<file path="src/rtl/rvfi_bus_fairness_monitor.sv">
// Multi-channel valid/ready fairness and protocol monitor for formal wrappers.
// Tracks command stalls, response latency and outstanding reads per channel; drives `fair` from registers only.
module rvfi_bus_fairness_monitor #(
    parameter int NCH             = 2,
    parameter int MAX_CMD_WAIT    = 4,
    parameter int MAX_RSP_WAIT    = 4,
    parameter int MAX_OUTSTANDING = 1,
    parameter int STRICT_VALID    = 1,
    parameter int CW = $clog2(((MAX_CMD_WAIT > MAX_RSP_WAIT) ? MAX_CMD_WAIT : MAX_RSP_WAIT) + 1),
    parameter int OW = $clog2(MAX_OUTSTANDING + 1)
) (
    input  logic              clock,
    input  logic              resetn,
    input  logic [NCH-1:0]    cmd_valid,
    input  logic [NCH-1:0]    cmd_ready,
    input  logic [NCH-1:0]    cmd_wr,
    input  logic [NCH-1:0]    rsp_valid,
    output logic              fair,
    output logic [NCH-1:0]    cmd_stall_err,
    output logic [NCH-1:0]    rsp_stall_err,
    output logic [NCH-1:0]    ovf_err,
    output logic [NCH-1:0]    unf_err,
    output logic [NCH-1:0]    drop_err,
    output logic [NCH*OW-1:0] outstanding
);

    localparam logic [CW-1:0] CMD_MAX = CW'(MAX_CMD_WAIT);
    localparam logic [CW-1:0] RSP_MAX = CW'(MAX_RSP_WAIT);
    localparam logic [OW-1:0] OUT_MAX = OW'(MAX_OUTSTANDING);
    localparam logic          STRICT  = (STRICT_VALID != 0);

    logic [NCH-1:0] ch_ok;

    generate
        for (genvar gi = 0; gi < NCH; gi++) begin : g_ch
            logic [CW-1:0] cmd_wait_reg, cmd_wait_next;
            logic [CW-1:0] rsp_wait_reg, rsp_wait_next;
            logic [OW-1:0] outs_reg, outs_next;
            logic          prev_valid_reg, prev_ready_reg;
            logic          cmd_stall_reg, rsp_stall_reg, ovf_reg, unf_reg, drop_reg;
            logic          acc_rd, out_full, out_empty, rsp_hit, inc;
            logic          ovf_hit, unf_hit, drop_hit;

            assign acc_rd    = cmd_valid[gi] & cmd_ready[gi] & ~cmd_wr[gi];
            assign out_full  = (outs_reg == OUT_MAX);
            assign out_empty = (outs_reg == '0);
            // A response only retires something already outstanding, never a same-cycle read.
            assign rsp_hit   = rsp_valid[gi] & ~out_empty;
            assign ovf_hit   = acc_rd & out_full & ~rsp_valid[gi];
            assign unf_hit   = rsp_valid[gi] & out_empty;
            assign inc       = acc_rd & ~ovf_hit;
            assign drop_hit  = STRICT & prev_valid_reg & ~prev_ready_reg & ~cmd_valid[gi];

            assign cmd_wait_next = (cmd_valid[gi] & ~cmd_ready[gi])
                                 ? ((cmd_wait_reg == CMD_MAX) ? CMD_MAX : cmd_wait_reg + CW'(1))
                                 : '0;
            assign rsp_wait_next = (out_empty | rsp_valid[gi])
                                 ? '0
                                 : ((rsp_wait_reg == RSP_MAX) ? RSP_MAX : rsp_wait_reg + CW'(1));
            assign outs_next     = outs_reg + OW'(inc) - OW'(rsp_hit);

            always_ff @(posedge clock) begin
                if (!resetn) begin
                    cmd_wait_reg   <= '0;
                    rsp_wait_reg   <= '0;
                    outs_reg       <= '0;
                    prev_valid_reg <= 1'b0;
                    prev_ready_reg <= 1'b0;
                    cmd_stall_reg  <= 1'b0;
                    rsp_stall_reg  <= 1'b0;
                    ovf_reg        <= 1'b0;
                    unf_reg        <= 1'b0;
                    drop_reg       <= 1'b0;
                end else begin
                    cmd_wait_reg   <= cmd_wait_next;
                    rsp_wait_reg   <= rsp_wait_next;
                    outs_reg       <= outs_next;
                    prev_valid_reg <= cmd_valid[gi];
                    prev_ready_reg <= cmd_ready[gi];
                    cmd_stall_reg  <= cmd_stall_reg | (cmd_wait_next == CMD_MAX);
                    rsp_stall_reg  <= rsp_stall_reg | (rsp_wait_next == RSP_MAX);
                    ovf_reg        <= ovf_reg | ovf_hit;
                    unf_reg        <= unf_reg | unf_hit;
                    drop_reg       <= drop_reg | drop_hit;
                end
            end

            assign cmd_stall_err[gi]        = cmd_stall_reg;
            assign rsp_stall_err[gi]        = rsp_stall_reg;
            assign ovf_err[gi]              = ovf_reg;
            assign unf_err[gi]              = unf_reg;
            assign drop_err[gi]             = drop_reg;
            assign outstanding[gi*OW +: OW] = outs_reg;
            assign ch_ok[gi] = (cmd_wait_reg < CMD_MAX) & (rsp_wait_reg < RSP_MAX)
                             & ~(cmd_stall_reg | rsp_stall_reg | ovf_reg | unf_reg | drop_reg);
        end
    endgenerate

    assign fair = &ch_ok;

endmodule

</file>
<file path="config.mk">
export PLATFORM = sky130hd
export DESIGN_NAME = rvfi_bus_fairness_monitor
export DESIGN_NICKNAME = d
export VERILOG_FILES = /design/src/rtl/rvfi_bus_fairness_monitor.sv
export SDC_FILE = /design/constraint.sdc
export NUM_CORES = 1
export LEC_CHECK = 0
export ABC_CLOCK_PERIOD_IN_PS = 2050
export CELL_PAD_IN_SITES_DETAIL_PLACEMENT = 1
export CELL_PAD_IN_SITES_GLOBAL_PLACEMENT = 1
export CORE_MARGIN = 2
export CORE_UTILIZATION = 41
export CTS_CLUSTER_SIZE = 28
export DETAILED_ROUTE_END_ITERATION = 10
export PLACE_DENSITY = 0.88
export RECOVER_POWER = 50
export SYNTH_ARGS = -nofsm -noshare
export SYNTH_HDL_FRONTEND = slang
export SYNTH_SLANG_ARGS = --single-unit
</file>
<file path="constraint.sdc">
create_clock -name clock -period 2.05 [get_ports clock]
set_input_delay 0.41 -clock clock [delete_from_list [all_inputs] [get_ports clock]]
set_output_delay 0.41 -clock clock [all_outputs]
set_load 0.005 [all_outputs]
</file>
After elaboration in Yosys (flattened, before gate mapping)
Cells that the tools add are included.

word-level totals
  input bits = 10
  output and inout port bits = 13
  logic and storage cells = 109
  flip-flop bits (word level) = 28

cells by class
  muxes and demuxes = 8
  equal/unequal tests = 8
  order comparisons = 4
  add/subtract/negate cells = 8
  reduce and logical (&&, ||, !) cells = 1
  bitwise logic cells = 60

operators by type and width
  kind                   number
  $and A1 B1 Y1          24
  $eq A3 B3 Y1 const B   8
  $mux W3                8
  $or A1 B1 Y1           20
  $not A1 Y1             16
  $add A3 B1 Y3 const B  4
  $lt A3 B3 Y1 const B   4
  $add A1 B1 Y1          2
  $reduce_and A2 Y1      1
  $sub A1 B1 Y1          2

Longest topological paths before layout
Gate-level depths: netlist of run 1.

  depth after elaboration = 8
  mapped depth = 5
  mapped depth without buffers = 5

Worst setup path after synthesis of run 1
Ideal clock, no wire load.

  kind = register to output
  start point = register g_ch[1].cmd_wait_reg[2]
  end point = output fair
  path buffers = 0
  arrival = 1.068 ns
  data required time = 1.640 ns
  stages on the path, launching flop included = 3
  path slack = 0.572 ns
  cell sequence = dfxtp_1 > or4_1 > nor4_2

on the way
  word-level cells in the longest chain between the ends = 4

ends and longest elaborated chain
  item                    RTL line  text
  from (decl)             36        logic [CW-1:0] cmd_wait_reg, cmd_wait_next;
  from (signal assigned)  75        cmd_wait_reg <= cmd_wait_next;
  $lt A3 B3 Y1            94        assign ch_ok[gi] = (cmd_wait_reg < CMD_MAX) & (rsp_wait_reg < RSP_MAX)
  $and A1 B1 Y1           94
  $and A1 B1 Y1           95        & ~(cmd_stall_reg | rsp_stall_reg | ovf_reg | unf_reg | drop_reg);
  $reduce_and A2 Y1       99        assign fair = &ch_ok;
  to (decl)               18        output logic fair,

Every way passes these cells.

Worst setup path in the final report of run 1
Ends and elaborated chain as after synthesis.

==> flow_metrics.py, run 1 <==
metrics = {
    "route": {
        "routed_wire_length_per_instance_um": 15.1,
        "drt-pass1-iter-count": 7,
        "post-route-drc-count": 1,
        "final_antenna_net_count": 0,
        "drt-vias-per-instance": 5.14,
        "wl_mm": 2.70,
        "drtIter0Drc": 23,
        "vias": 920,
    },
    "place": {
        "port_buffers": 22,
        "place_worst_setup_slack_ns": 0.0104,
        "placed_cells": 175,
        "place_hpwl_mm": 2.16,
        "gpl.final_weighted_congestion": 0.771,
    },
    "die": {
        "rows": 19,
        "initial_core_util_pct": 44.1,
        "core_region_area_um2": 2810,
        "io_pins": 23,
        "fp.dieArea_um2": 3470,
        "die_w_um": 58.9,
        "fp.dieH_um": 58.9,
    },
    "hold_path": {
        "min-delay-start": "g_ch[1].rsp_stall_reg",
        "hp-class": "flip-flop to flip-flop",
        "whs_path_depth": 2,
        "hold-path-endpoint": "g_ch[1].rsp_stall_reg",
    },
    "pwr": {
        "pwr-share-comb_pct": 8.3,
        "net-switching-power_w": 0.000211,
        "portion_of_total_power_attributed_to_sequential_cells_pct": 56.0,
        "power_leakage_nw": 0.594,
        "internal_power_w": 0.000804,
        "power_density_nw_per_um2": 676,
        "ir_drop_uv": 441,
        "share_clk_of_total_power_pct": 35.7,
        "power_switching_share_pct": 20.8,
    },
    "synth": {
        "synthesis.area_per_instance_um2": 9.52,
        "ys_types": 30,
        "synth.top_cell.area_share_pct": 45.3,
        "syn_area_um2": 1240,
        "synth_top_flop_cell": "dfxtp_1",
        "ys_warn_count": 0,
        "synth.largest_area_cell": "dfxtp_1",
        "synth_fp_nets": 148,
        "synth_seq_cells": 28,
        "synth-async-reset-ratio_pct": 0,
        "postSynthCellCount": 130,
        "synth.yosys.seq_area_share_pct": 45.3,
        "synth_top_cells_by_area": "dfxtp_1, ha_1, buf_4",
        "synth_edf_count": 0,
    },
    "clock_tree": {
        "cts_post_setup_buffers_inserted": 0,
        "tritoncts": "yes",
        "cts_htree_levels": 1,
        "clkLatencyLatePin_ns": 0.33,
        "root_buffer_cell": "clkbuf_4",
        "clock_path_buffers": 2,
        "cts.sinks": 28,
        "cts_buffers": 3,
        "cts.clk_slew.worst_paths_ns": 0.16,
        "ctsHoldBuffers": 0,
    },
    "global_route": {
        "antenna_violations_before_repair": 0,
        "grt_use_total_pct": 17.8,
        "number_of_global_route_vias_before_repair": 1024,
        "grt_first_pass_wirelength_mm": 4.56,
        "grt_overflow_total": 0,
        "grt_max_degree": 17,
    },
    "worst_setup_path": {
        "crit_path_start": "g_ch[1].cmd_wait_reg[2]",
        "worst_ep_arrival_time_ns": 1.50,
        "timing.rr.start": "g_ch[1].cmd_wait_reg[0]",
        "endpoint_kind": "output port",
        "crit_path_start_kind": "flip-flop",
        "critical_path_required_ns": 1.64,
        "worst_r2r_path_depth": 4,
        "path_max_fanout": 2,
        "crit_type": "flip-flop to output port",
        "setup.reg_to_reg.worst_slack_ns": 0.61,
        "crit-reg2reg-capture": "g_ch[1].cmd_stall_reg",
    },
    "cells_and_area": {
        "fill_cells": 329,
        "antenna_cells_inserted": 0,
        "layout.cells.most_common_list": "dfxtp_1, clkdlybuf4s50_1, inv_1",
        "finalNonFillerCells": 179,
        "final_common_cell": "dfxtp_1",
        "synthToLayoutAreaGrowth_pct": 21.4,
        "finish.net_count": 167,
        "layout-drive-gt1-share_pct": 10.1,
    },
    "outcome": {
        "violations": "DRC",
        "outcome": "finished with violations",
    },
    "sta": {
        "post-route-period-util_pct": 93.0,
        "worstMarginPinSlew_ns": 0.583,
        "final.min_clock_period_ns": 1.91,
        "slew_headroom_pct": 60.1,
        "report.final.hold_viol_count": 0,
        "setup_total_negative_slack_ns": 0,
        "drv_slew": 0,
        "setup_ws_ns": 0.143,
        "setup_violations": 0,
        "finClkSkew_ns": 0.0163,
        "fmaxAchievable_mhz": 524,
        "rsz0062_at_grt": "no",
    },
    "job": {
        "timing.max_cap.violations": 0,
    },
}
## cell usage after synthesis (all sizes together) (2+ instances only)
cell / number
dfxtp: 28
buf: 12
inv: 12
ha: 8
nor2: 8
and2: 7
nand2: 7
o21a: 6
nor2b: 5
a21boi: 4
nand3b: 4
a211oi: 3
nor3b: 3
nor4: 3
and3: 2
clkbuf: 2
nand2b: 2
o2111ai: 2
o21ai: 2
## worst max path at each step
stage | slack, ns | to
finish | 0.14 | fair
CTS | 0.008 | fair
floorplan | 0.57 | fair
global route | 0.07 | fair
detailed placement | 0.01 | fair
global placement | 0.03 | fair
## critical path: stages, from the launching register on
cell,delay [ns]
dfxtp_2,0.35
or4_4,0.52
nor4_2,0.14
buf_2,0.15
## power groups by stage
stage / sequential (W) / combinational, W / clock [W]
final: 0.000569 / 0.0000841 / 0.000363
after global routing: 0.000571 / 0.0000923 / 0.000402
after CTS: 0.000568 / 0.0000886 / 0.000372
after detailed placement: 0.000579 / 0.0000877 / 0
after global placement: 0.000578 / 0.0000838 / 0
after floorplan: 0.000576 / 0.0000452 / 0
## logic make-up after synthesis
group                      after synthesis  share of synthesized area [%]
AOI/OAI and AO/OA                       22                           13.2
xor gates and xnor gates                 1                          0.708
adders and majority gates                8                           8.09
buffers and inverters                   26                           11.5
DFF                                     28                           45.3
and+or+nand+nor                         45                           21.1
## through the flow
| step | hold slack [ns] | power, W | util, % | cell area (µm²) |
|---|---|---|---|---|
| global route | 0.542 | 0.00107 | 53.6 | 1500 |
| detailed placement | 0.492 | 0.000667 | 51.5 | 1440 |
| finish | 0.507 | 0.00102 | 53.6 | 1500 |
| CTS | 0.511 | 0.00103 | 53.8 | 1510 |
| global placement | 0.463 | 0.000662 | 51.5 | 1440 |
| floorplan | 0.443 | 0.000621 | - | 1240 |
## metal layers
metal / up-vias / part of all wire [%] / GRT usage, %
li1: 460 / - / -
met1: 442 / 40 / 18.3
met2: 16 / 55 / 34.6
met3: 2 / 3.7 / 4.18
met4: 0 / 0.63 / 5.84
met5: - / 0 / 0
## layout make-up
cell class	count	area, µm²	area share, %
Clock buffer	3	22.5	1.50
Clock inverter	1	30.0	2.00
Inverter	12	45.0	3.00
Multi-Input combinational cell	76	551	36.6
Sequential cell	28	563	37.5
Tap cell	31	38.8	2.58
Timing Repair Buffer	28	253	16.8
## what timing repair did
action,in CTS,in global routing
hold endpoints to repair,0,0
setup endpoints to repair,1,1
pin swaps,1,1
gates resized for setup,6,3
Power figures use the tool's default switching activity.
==> run 2, diff against run 1 <==
--- a/config.mk
+++ b/config.mk
@@ -5,15 +5,17 @@
 export SDC_FILE = /design/constraint.sdc
 export NUM_CORES = 1
 export LEC_CHECK = 0
-export ABC_CLOCK_PERIOD_IN_PS = 2050
+export ABC_CLOCK_PERIOD_IN_PS = 2400
 export CELL_PAD_IN_SITES_DETAIL_PLACEMENT = 1
 export CELL_PAD_IN_SITES_GLOBAL_PLACEMENT = 1
 export CORE_MARGIN = 2
 export CORE_UTILIZATION = 41
+export CTS_BUF_LIST = sky130_fd_sc_hd__clkbuf_4 sky130_fd_sc_hd__clkbuf_8 sky130_fd_sc_hd__clkbuf_16
 export CTS_CLUSTER_SIZE = 28
 export DETAILED_ROUTE_END_ITERATION = 10
 export PLACE_DENSITY = 0.88
 export RECOVER_POWER = 50
+export SKIP_CTS_REPAIR_TIMING = 1
 export SYNTH_ARGS = -nofsm -noshare
 export SYNTH_HDL_FRONTEND = slang
 export SYNTH_SLANG_ARGS = --single-unit
==> constraint.sdc (replaced) <==
create_clock -name clock -period 2.4 [get_ports clock]
set_input_delay 0.48 -clock clock [delete_from_list [all_inputs] [get_ports clock]]
set_output_delay 0.48 -clock clock [all_outputs]
set_load 0.005 [all_outputs]
==> run 2 against run 1 <==
  * The run still ends with DRC left
  * Clock power is 48% lower
  * Register-to-register slack better by 0.34 ns
  * Sequential power shrank 15%
  * Total power fell by 27%
  * Critical path type unchanged
==> flow_metrics.py, run 2 (same netlist as run 1, synthesis figures left out) <==
metrics = {
    "hold_path": {
        "hold-path-endpoint": "g_ch[1].rsp_stall_reg",
        "hp-class": "flip-flop to flip-flop",
        "min-delay-start": "g_ch[1].rsp_stall_reg",
        "whs_path_depth": 2,
    },
    "sta": {
        "post-route-period-util_pct": 89.1,
        "worstMarginPinSlew_ns": 0.555,
        "report.final.hold_viol_count": 0,
        "setup_violations": 0,
        "drv_slew": 0,
        "hold_ws_ns": 0.499,
        "finClkSkew_ns": 0.00206,
        "rsz0062_at_grt": "no",
        "slew_headroom_pct": 62.1,
        "final.min_clock_period_ns": 2.14,
        "fmaxAchievable_mhz": 468,
        "setup_total_negative_slack_ns": 0,
    },
    "route": {
        "vias": 933,
        "routed_wire_length_per_instance_um": 15.1,
        "drt-pass1-iter-count": 6,
        "drt-vias-per-instance": 5.36,
        "final_antenna_net_count": 0,
        "wl_mm": 2.63,
        "post-route-drc-count": 1,
        "drtIter0Drc": 4,
    },
    "worst_setup_path": {
        "path_max_fanout": 4,
        "endpoint_kind": "output port",
        "worst_r2r_path_depth": 4,
        "worst_ep_arrival_time_ns": 1.66,
        "critical_path_required_ns": 1.92,
        "crit_type": "flip-flop to output port",
        "crit_path_start_kind": "flip-flop",
        "setup.reg_to_reg.worst_slack_ns": 0.95,
        "timing.rr.start": "g_ch[1].cmd_wait_reg[0]",
        "crit-reg2reg-capture": "g_ch[1].cmd_stall_reg",
    },
    "pwr": {
        "power_density_nw_per_um2": 520,
        "power_leakage_nw": 0.567,
        "ir_drop_uv": 250,
    },
    "place": {
        "port_buffers": 22,
        "place_hpwl_mm": 2.16,
        "gpl.final_weighted_congestion": 0.761,
        "placed_cells": 171,
    },
    "clock_tree": {
        "root_buffer_cell": "clkbuf_4",
        "tritoncts": "yes",
        "clkLatencyLatePin_ns": 0.32,
        "clock_path_buffers": 2,
        "cts.clk_slew.worst_paths_ns": 0.14,
        "cts_htree_levels": 1,
        "cts.sinks": 28,
        "cts_buffers": 3,
    },
    "cells_and_area": {
        "final_common_cell": "dfxtp_1",
        "layout.cells.most_common_list": "dfxtp_1, clkdlybuf4s50_1, inv_1",
        "finish.net_count": 163,
        "antenna_cells_inserted": 0,
        "synthToLayoutAreaGrowth_pct": 15.7,
        "fill_cells": 331,
        "finalNonFillerCells": 174,
        "layout-drive-gt1-share_pct": 2.80,
        "multi_input_comb_area_um2": 534,
        "register_area_um2": 561,
        "final_core_util_pct": 51.0,
    },
    "die": {
        "die_w_um": 58.9,
        "initial_core_util_pct": 44.1,
        "core_region_area_um2": 2810,
        "fp.dieH_um": 58.9,
        "fp.dieArea_um2": 3470,
        "rows": 19,
        "io_pins": 23,
    },
    "global_route": {
        "grt_max_degree": 15,
        "grt_use_total_pct": 17.5,
        "grt_first_pass_wirelength_mm": 4.64,
        "grt_overflow_total": 0,
        "number_of_global_route_vias_before_repair": 1033,
        "antenna_violations_before_repair": 0,
    },
    "outcome": {
        "outcome": "finished with violations",
        "violations": "DRC",
    },
    "job": {
        "timing.max_cap.violations": 0,
    },
}
-- run 2: metal layers --
| metal | track usage, % | up-vias | wire (µm) |
|---|---|---|---|
| li1 | - | 458 | - |
| met1 | 19.6 | 451 | 1090 |
| met2 | 33.7 | 19 | 1390 |
| met3 | 2.86 | 5 | 110 |
| met4 | 4.87 | 0 | 36 |
| met5 | 0 | - | 0 |
-- run 2: layout make-up --
cell class | count | share of cell area [%]
inverters | 12 | 3.15
flip-flops and latches | 28 | 39.2
well taps | 31 | 2.71
multi-input cells | 76 | 37.3
clock buffers | 3 | 1.57
repair buffers | 24 | 16.1
-- run 2: through the flow --
step                setup slack [ns]  power [W]  cell area (µm²)
global placement               0.277   0.000566             1410
CTS                           -0.136   0.000752             1440
finish                         0.262   0.000745             1430
detailed placement             0.245   0.000570             1410
global route                   0.191   0.000776             1430
floorplan                      0.852   0.000531             1240
-- run 2: worst max-delay path, stage by stage (launching register included) --
cell	delay [ns]
dfxtp_1	0.36
or4_1	0.54
nor4_2	0.27
dlymetal6s2s_1	0.18
-- run 2: worst max-delay path by stage --
stage / startpoint / endpoint / slack, ns / cells after the start
floorplan: g_ch[1].cmd_wait_reg[2] / fair / 0.85 / 2
global placement: g_ch[1].cmd_wait_reg[2] / fair / 0.28 / 3
detailed placement: g_ch[1].cmd_wait_reg[2] / fair / 0.24 / 3
CTS: g_ch[1].cmd_wait_reg[2] / fair / -0.14 / 3
global route: g_ch[1].cmd_wait_reg[2] / fair / 0.19 / 3
finish: g_ch[1].cmd_wait_reg[2] / fair / 0.26 / 3
-- run 2: report_power, final --
group / internal (W) / leakage (nW) / total (W) / switching, W
combinational: 0.0000418 / 0.325 / 0.0000722 / 0.0000304
sequential: 0.000476 / 0.228 / 0.000484 / 0.00000796
clock: 0.0000588 / 0.0138 / 0.000188 / 0.000129
==> run 3, diff against run 2 <==
--- a/config.mk
+++ b/config.mk
@@ -5,6 +5,7 @@
 export SDC_FILE = /design/constraint.sdc
 export NUM_CORES = 1
 export LEC_CHECK = 0
+export ABC_AREA = 0
 export ABC_CLOCK_PERIOD_IN_PS = 2400
 export CELL_PAD_IN_SITES_DETAIL_PLACEMENT = 1
 export CELL_PAD_IN_SITES_GLOBAL_PLACEMENT = 1
@@ -19,3 +20,4 @@
 export SYNTH_ARGS = -nofsm -noshare
 export SYNTH_HDL_FRONTEND = slang
 export SYNTH_SLANG_ARGS = --single-unit
+export TNS_END_PERCENT = 1
==> constraint.sdc (replaced) <==
create_clock -name clock -period 2.4 [get_ports clock]
set_input_delay 0.36 -clock clock [delete_from_list [all_inputs] [get_ports clock]]
set_output_delay 0.36 -clock clock [all_outputs]
set_load 0.005 [all_outputs]
==> run 3 against run 2 <==
  * The flow still finishes with violations (DRC)
  * Clock skew fell by 0.0011 ns
  * Worst hold slack improved by 0.0045 ns
  * Sequential power barely moved
  * Highest routed layer unchanged
==> flow_metrics.py, run 3 (same netlist as run 1, synthesis figures left out) <==
metrics = {
    "worst_setup_path": {
        "crit_path_start": "g_ch[1].cmd_wait_reg[2]",
        "timing.rr.start": "g_ch[1].cmd_wait_reg[0]",
        "critical_path_required_ns": 2.04,
        "worst_ep_arrival_time_ns": 1.62,
        "crit_path_start_kind": "flip-flop",
        "endpoint_kind": "output port",
        "crit_type": "flip-flop to output port",
        "path_max_fanout": 4,
    },
    "sta": {
        "setup_total_negative_slack_ns": 0,
        "post-route-period-util_pct": 82.6,
        "worstMarginPinSlew_ns": 0.591,
        "setup_ws_ns": 0.417,
        "rsz0062_at_grt": "no",
        "drv_slew": 0,
        "setup_violations": 0,
        "finClkSkew_ns": 0.000984,
        "slew_headroom_pct": 59.6,
        "fmaxAchievable_mhz": 504,
        "final.min_clock_period_ns": 1.98,
        "report.final.hold_viol_count": 0,
    },
    "cells_and_area": {
        "antenna_cells_inserted": 0,
        "final_design_area_no_fill_um2": 1430,
        "final_common_cell": "dfxtp_1",
        "synthToLayoutAreaGrowth_pct": 15.7,
        "finish.net_count": 163,
        "layout-drive-gt1-share_pct": 2.80,
        "layout.cells.most_common_list": "dfxtp_1, clkdlybuf4s50_1, inv_1",
        "finalNonFillerCells": 174,
        "fill_cells": 332,
    },
    "clock_tree": {
        "cts_buffers": 3,
        "clkLatencyLatePin_ns": 0.31,
        "cts.sinks": 28,
        "cts_htree_levels": 1,
        "cts.clk_slew.worst_paths_ns": 0.14,
        "tritoncts": "yes",
        "clock_path_buffers": 2,
        "root_buffer_cell": "clkbuf_4",
    },
    "die": {
        "io_pins": 23,
        "core_region_area_um2": 2810,
        "fp.dieArea_um2": 3470,
        "fp.dieH_um": 58.9,
        "rows": 19,
        "die_w_um": 58.9,
        "initial_core_util_pct": 44.1,
    },
    "route": {
        "drt-pass1-iter-count": 7,
        "vias": 903,
        "wl_mm": 2.53,
        "drt-vias-per-instance": 5.19,
        "post-route-drc-count": 1,
        "routed-wl-met2_mm": 1.27,
        "top_layer_used": "met4",
        "routed_wire_length_per_instance_um": 14.5,
        "met3_wirelength_um": 105,
        "drtIter0Drc": 8,
        "final_antenna_net_count": 0,
        "met1_length_mm": 1.09,
    },
    "global_route": {
        "grt_max_degree": 15,
        "grt_overflow_total": 0,
        "antenna_violations_before_repair": 0,
        "grt_use_total_pct": 16.5,
        "number_of_global_route_vias_before_repair": 973,
        "grt_first_pass_wirelength_mm": 4.31,
    },
    "pwr": {
        "report.power.total_w": 0.000744,
        "ir_drop_uv": 339,
        "power_density_nw_per_um2": 520,
        "power_leakage_nw": 0.568,
    },
    "place": {
        "place_hpwl_mm": 2.05,
        "place_worst_setup_slack_ns": 0.390,
        "placed_cells": 171,
        "gpl.final_weighted_congestion": 0.752,
        "placed_area_um2": 1410,
        "port_buffers": 22,
    },
    "hold_path": {
        "hp-class": "flip-flop to flip-flop",
        "min-delay-start": "g_ch[1].rsp_stall_reg",
    },
    "outcome": {
        "violations": "DRC",
        "outcome": "finished with violations",
    },
    "job": {
        "timing.max_cap.violations": 0,
    },
}
[run 3: cell count changes in the layout (fill, tap and decap cells not counted)]
cell,change
and2_1,+1
and2_0,-1
[run 3: cell type report]
cell class | instances | area, µm² | share of cell area, %
multi-input cells | 76 | 534 | 37.3
well taps | 31 | 38.8 | 2.71
flip-flops and latches | 28 | 561 | 39.2
clock buffers | 3 | 22.5 | 1.57
repair buffers | 24 | 230 | 16.1
inverters | 12 | 45.0 | 3.15
[run 3: final timing paths]
check	to	slack, ns	cells after the start
worst min register to register	g_ch[1].rsp_stall_reg	0.50	2
worst min-delay path	g_ch[1].rsp_stall_reg	0.50	2
worst max-delay path	fair	0.42	3
worst max register to register	g_ch[1].cmd_stall_reg	0.87	4
[run 3: power by group]
| group | leakage, nW | switching [W] | internal [W] |
|---|---|---|---|
| Clock | 0.0138 | 0.000130 | 0.0000588 |
| Sequential | 0.228 | 0.00000786 | 0.000476 |
| Combinational | 0.326 | 0.0000287 | 0.0000416 |
| Total | 0.568 | 0.000167 | 0.000577 |
[run 3: metal layers]
layer,track usage (%),up-vias
met4,9.09,0
met1,19.7,422
met2,27.8,20
li1,-,455
met5,0,-
met3,2.86,6
[run 3: through the flow]
stage / hold WS [ns] / utilization, %
2_1_floorplan: 0.443 / -
3_3_place_gp: 0.472 / 50.4
3_5_place_dp: 0.476 / 50.4
4_1_cts: 0.504 / 51.2
5_1_grt: 0.524 / 51.0
6_report: 0.504 / 51.0
[run 3: critical path: stages (launching register included)]
cell	delay, ns
dfxtp_1	0.37
or4_1	0.55
nor4_2	0.22
dlymetal6s2s_1	0.16
